<file path="config.mk">
export PLATFORM = sky130hd
export DESIGN_NAME = lfsr_seed_gen
export DESIGN_NICKNAME = d
export VERILOG_FILES = /design/src/rtl/lfsr_seed_gen.sv
export SDC_FILE = /design/constraint.sdc
export NUM_CORES = 1
export LEC_CHECK = 0
export CORE_UTILIZATION = 50
export DETAILED_ROUTE_END_ITERATION = 6
export PLACE_DENSITY = 0.82
export SYNTH_ARGS = -nofsm -noshare
export SYNTH_HDL_FRONTEND = slang
export SYNTH_SLANG_ARGS = --single-unit
</file>
<file path="constraint.sdc">
create_clock -name clk -period 4.96 [get_ports clk]
set_input_delay 0.992 -clock clk [delete_from_list [all_inputs] [get_ports clk]]
set_output_delay 0.992 -clock clk [all_outputs]
set_load 0.05 [all_outputs]
</file>
<file path="src/rtl/lfsr_seed_gen.sv">
// Seed-pattern generator: a 16-bit Fibonacci LFSR fills a WIDTH-bit pattern one bit per enabled cycle.
// Optional: define LFSR_AUTO_RELOAD_EN to restart a fill from DONE on en instead of waiting for lfsr_rst.
module lfsr_seed_gen #(
  parameter int unsigned WIDTH = 64,
  parameter logic [15:0] SEED  = 16'hACE1
) (
  input  logic             clk,
  input  logic             reset,
  input  logic             lfsr_rst,
  input  logic             en,
  output logic             lfsr_load,
  output logic [WIDTH-1:0] pattern,
  output logic             busy
);

  localparam int unsigned CW       = $clog2(WIDTH + 1);
  localparam logic [15:0] SEED_EFF = (SEED == 16'h0000) ? 16'h0001 : SEED;

  typedef enum logic [1:0] {
    IDLE = 2'd0,
    FILL = 2'd1,
    DONE = 2'd2
  } state_t;

  state_t          state;
  logic [15:0]     lfsr;
  logic [CW-1:0]   cnt;
  logic [15:0]     lfsr_next;
  logic [WIDTH-1:0] pattern_upd;

  // x^16+x^14+x^13+x^11+1, shifting toward bit 0; bit 0 is the output bit
  assign lfsr_next   = {lfsr[0] ^ lfsr[2] ^ lfsr[3] ^ lfsr[5], lfsr[15:1]};
  assign pattern_upd = (pattern & ~(WIDTH'(1) << cnt)) | (WIDTH'(lfsr[0]) << cnt);
  assign busy        = (state == FILL);

  always_ff @(posedge clk or negedge reset) begin
    if (!reset) begin
      state     <= IDLE;
      lfsr      <= SEED_EFF;
      cnt       <= '0;
      pattern   <= '0;
      lfsr_load <= 1'b0;
    end else if (lfsr_rst) begin
      state     <= IDLE;
      lfsr      <= SEED_EFF;
      cnt       <= '0;
      lfsr_load <= 1'b0;
    end else begin
      lfsr_load <= 1'b0;
      case (state)
        IDLE: begin
          // the IDLE->FILL edge already captures bit 0
          if (en) begin
            state   <= FILL;
            pattern <= pattern_upd;
            lfsr    <= lfsr_next;
            cnt     <= CW'(1);
          end
        end
        FILL: begin
          if (en) begin
            pattern <= pattern_upd;
            lfsr    <= lfsr_next;
            cnt     <= cnt + CW'(1);
            if (cnt == CW'(WIDTH - 1)) begin
              state     <= DONE;
              lfsr_load <= 1'b1;
            end
          end
        end
        DONE: begin
`ifdef LFSR_AUTO_RELOAD_EN
          // re-enter FILL without stepping; the sequence continues unreseeded
          if (en) begin
            state <= FILL;
            cnt   <= '0;
          end
`else
          state <= DONE;
`endif
        end
        default: begin
          state     <= IDLE;
          lfsr      <= SEED_EFF;
          cnt       <= '0;
          pattern   <= '0;
          lfsr_load <= 1'b0;
        end
      endcase
    end
  end

endmodule
</file>
==> metrics.md <==
| Metric | Value |
|---|---|
| Final ANT Viol Nets | 0 |
| Post-synth ARST share | 1.00 |
| GR Util All Layers | 0.284 |
| Worst-path clk slew | 0.09 ns |
| Buffers added on ports | 69 |
| Yosys top cell by area | dfrtp_1 |
| DRC | 0 |
| Peak supply drop | 0.282 mV |
| Hold Crit Class | reg2reg |
| RSZ-0062 raised after global routing | no |
| Hold Crit Start | lfsr[15]$_DFFE_PN1P_ |
| Initial antenna violation count | 0 |
| Setup Skew | 0.0130 ns |
| Cts repair resizes | 0 |
| Drt wl/cell | 21.6 µm |
| Status | finished clean |
| I/O Pins | 70 |
| Largest net degree at the start of global routing | 69 |
| Worst Setup End Kind | primary output |
| Met2 Resource Use GR | 0.452 |
| Fin. Hold Viols | 0 |
| Post-CTS setup buffers | 0 |
| Slew Limit Fails | 0 |
| Post-synthesis cell type count | 48 |
| CP Launch Point | state[1]$_DFFE_PN0P_ |
| DRT iter0 DRCs | 446 |
| Worst-path cell chain | inv_1, ha_1, clkdlybuf4s50_1 |
| Leak | 0.00194 µW |
| Worst-Skew Late Latency | 0.37 ns |
| Post-DP HPWL | 8900 µm |
| Hold WS | 0.511 ns |
| Layout cells sized above 1 | 0.0741 |
| Number of CTS-inserted buffers | 9 |
| Post-Synthesis Cells | 469 |
| Die Span Y | 99.9 µm |
| Worst path required time | 3.97 ns |
| Syn-to-layout area delta | 18.8% |
| Logic pwr share | 0.535 |
| Final TNS setup | 0 ns |
| Syn nets | 483 |
| Hold buffers post-CTS | 0 |
| Area share of the largest cell type after synthesis | 0.428 |
| Final min period | 3.19 ns |
| Sw frac | 0.475 |
| Internal reg-to-reg setup slack | 2.34 ns |
| Seq/Total Area, Yosys | 0.472 |
| Setup violators final | 0 |
| Crit Path Max Fanout | 11 |
| CP max-delay cell | clkdlybuf4s50_1 |
| First-pass iteration count of the detailed router | 5 |
| Average cell area after synthesis | 10.2 µm² |
| # rows | 35 |
| EDFF count, synth | 0 |
| Worst Setup Start Kind | flip-flop |
| Core Footprint | 9240 µm² |
| Synth Flop Type | dfrtp_1 |
| CTS tree | done |
| CTS Buffer Depth | 2 |
| Slew headroom | 0.172 |
| Int Pwr | 1950 µW |
| Grt ovf | 0 |
| GR met1 Demand/Resource | 0.373 |
| Critical path depth | 3 |
| R2r endpoint | cnt[4]$_DFFE_PN0P_ |
| Buffers & Inverters on Critical Path | 2 |
| Ys Warns | 0 |
| Crit share post-route | 0.643 |
| Routed WL | 13,800 µm |
| Dominant cells by area after synthesis | dfrtp_1 (43%), o211ai_1 (20%), o21ai_0 (6.8%) |
| DR vias | 4,439 |
| N_diodes | 0 |
| CTS root buf | clkbuf_8 |
| Grt peak-use layer | met2 |
| PD cells | 651 nW/µm² |
| RR Startpoint | state[1]$_DFFE_PN0P_ |
| Synth Cell Area | 4790 µm² |
| Total Die Area | 9980 µm² |
| Crit path capture | busy |
| H-Tree Depth | 3 |
| First-pass GRT wire length | 22,000 µm |
| Synthesized flop and latch total | 90 |
| Worst Tran Pin Value | 1.24 ns |
| Most frequent cells in the layout | o211ai_1 (125), dfrtp_1 (82), clkdlybuf4s50_1 (68) |
| Fmax | 0.313 GHz |
| Chip Width | 99.9 µm |
| Worst reg2reg path depth | 5 |
| Clk sinks | 90 |
| Most common cell after layout, fill and taps aside | o211ai_1 |
| NumNets Final | 522 |
| Global placement routability congestion | 0.833 |
| Clock share of power | 0.153 |
| Via/cell ratio | 6.91 |
| CP arrival | 2.20 ns |
| P_sw | 1760 µW |
| Starting density of the core | 0.518 |
| Max-cap violation count | 0 |
| Max incr delay on CP | 0.88 ns |
| Vias in the first global route | 4,184 |
| Flop pwr share | 0.312 |
| M3 GR Usage | 0.0578 |
| Crit-path leading delay family | buffers and inverters |
| Setup Crit Path Kind | reg2out |
sequential cells by signal (all words and copies together), names as in the netlist:
name       flops
lfsr          16
pattern       64
lfsr_load      1
cnt            7
state          2
per-stage QoR:
stage	util	total power (µW)	cells	instance area, µm²	setup slack (ns)
floorplan	-	2530	469	4790	2.60
global placement	0.591	3050	626	5460	1.78
detailed placement	0.591	3130	626	5460	1.69
CTS	0.616	3690	642	5690	1.78
global route	0.616	3900	642	5690	1.67
finish	0.616	3710	642	5690	1.77
worst min path at each step:
| stage | to | slack [ns] | cells after the start |
|---|---|---|---|
| finish | lfsr[15]$_DFFE_PN1P_ | 0.51 | 1 |
| global route | lfsr[15]$_DFFE_PN1P_ | 0.52 | 1 |
| CTS | lfsr[3]$_DFFE_PN0P_ | 0.51 | 1 |
| detailed placement | lfsr[11]$_DFFE_PN1P_ | 0.49 | 1 |
| global placement | lfsr[3]$_DFFE_PN0P_ | 0.48 | 1 |
| floorplan | lfsr[0]$_DFFE_PN1P_ | 0.46 | 1 |
kinds of logic after synthesis:
group                    share of synthesized area
AO/OA/AOI/OAI                                0.326
flip-flops                                   0.472
AND/OR/NAND/NOR                              0.116
buffers and inverters                       0.0478
adder cells (fa/ha/maj)                     0.0261
XOR/XNOR                                   0.00549
multiplexers                               0.00627
layout make-up:
| cell class | instances | area (µm²) |
|---|---|---|
| fill | 756 | 3550 |
| clock buffer | 9 | 124 |
| clock inverter | 7 | 101 |
| timing repair buffer | 73 | 718 |
| sequential | 90 | 2260 |
| tap | 129 | 161 |
| multi-input combinational | 328 | 2300 |
| inverter | 6 | 22.5 |
routing by layer:
layer  vias to the layer above  wire [µm]  share of wire
li1                       1920          -              -
met5                         -          0              0
met4                         0        452          0.033
met3                        42       1060          0.076
met2                       276       6620           0.48
met1                      2201       5710           0.41
power groups by stage:
stage / logic (µW) / registers (µW) / clock network, µW
floorplan: 825 / 1700 / 0
global placement: 1890 / 1150 / 0
detailed placement: 1960 / 1170 / 0
CTS: 1970 / 1150 / 574
global route: 2110 / 1180 / 601
finish: 1980 / 1160 / 567
synth_stat cells (2+ instances only):
library cell,number
nand4b_1,4
or4_4,2
or3_1,2
inv_1,6
a31oi_1,5
o21bai_1,2
o21ai_0,65
a211o_1,2
or4b_1,3
nor3_1,2
mux2i_1,3
buf_6,5
nand2b_1,6
nand3_1,8
nand2_1,19
xor2_1,2
o22a_1,7
dfrtp_1,82
and3_1,2
or2_2,2
o311ai_0,4
ha_1,10
or3b_1,2
nor3b_1,2
nor2_1,8
o21ba_2,2
a22o_1,8
nand4bb_1,5
dfstp_2,8
o211ai_1,125
nor4bb_1,3
clkbuf_1,40
and4b_1,2
a311oi_1,2
nor2b_1,5
nand4_1,2
(Power assumes the default switching activity.)
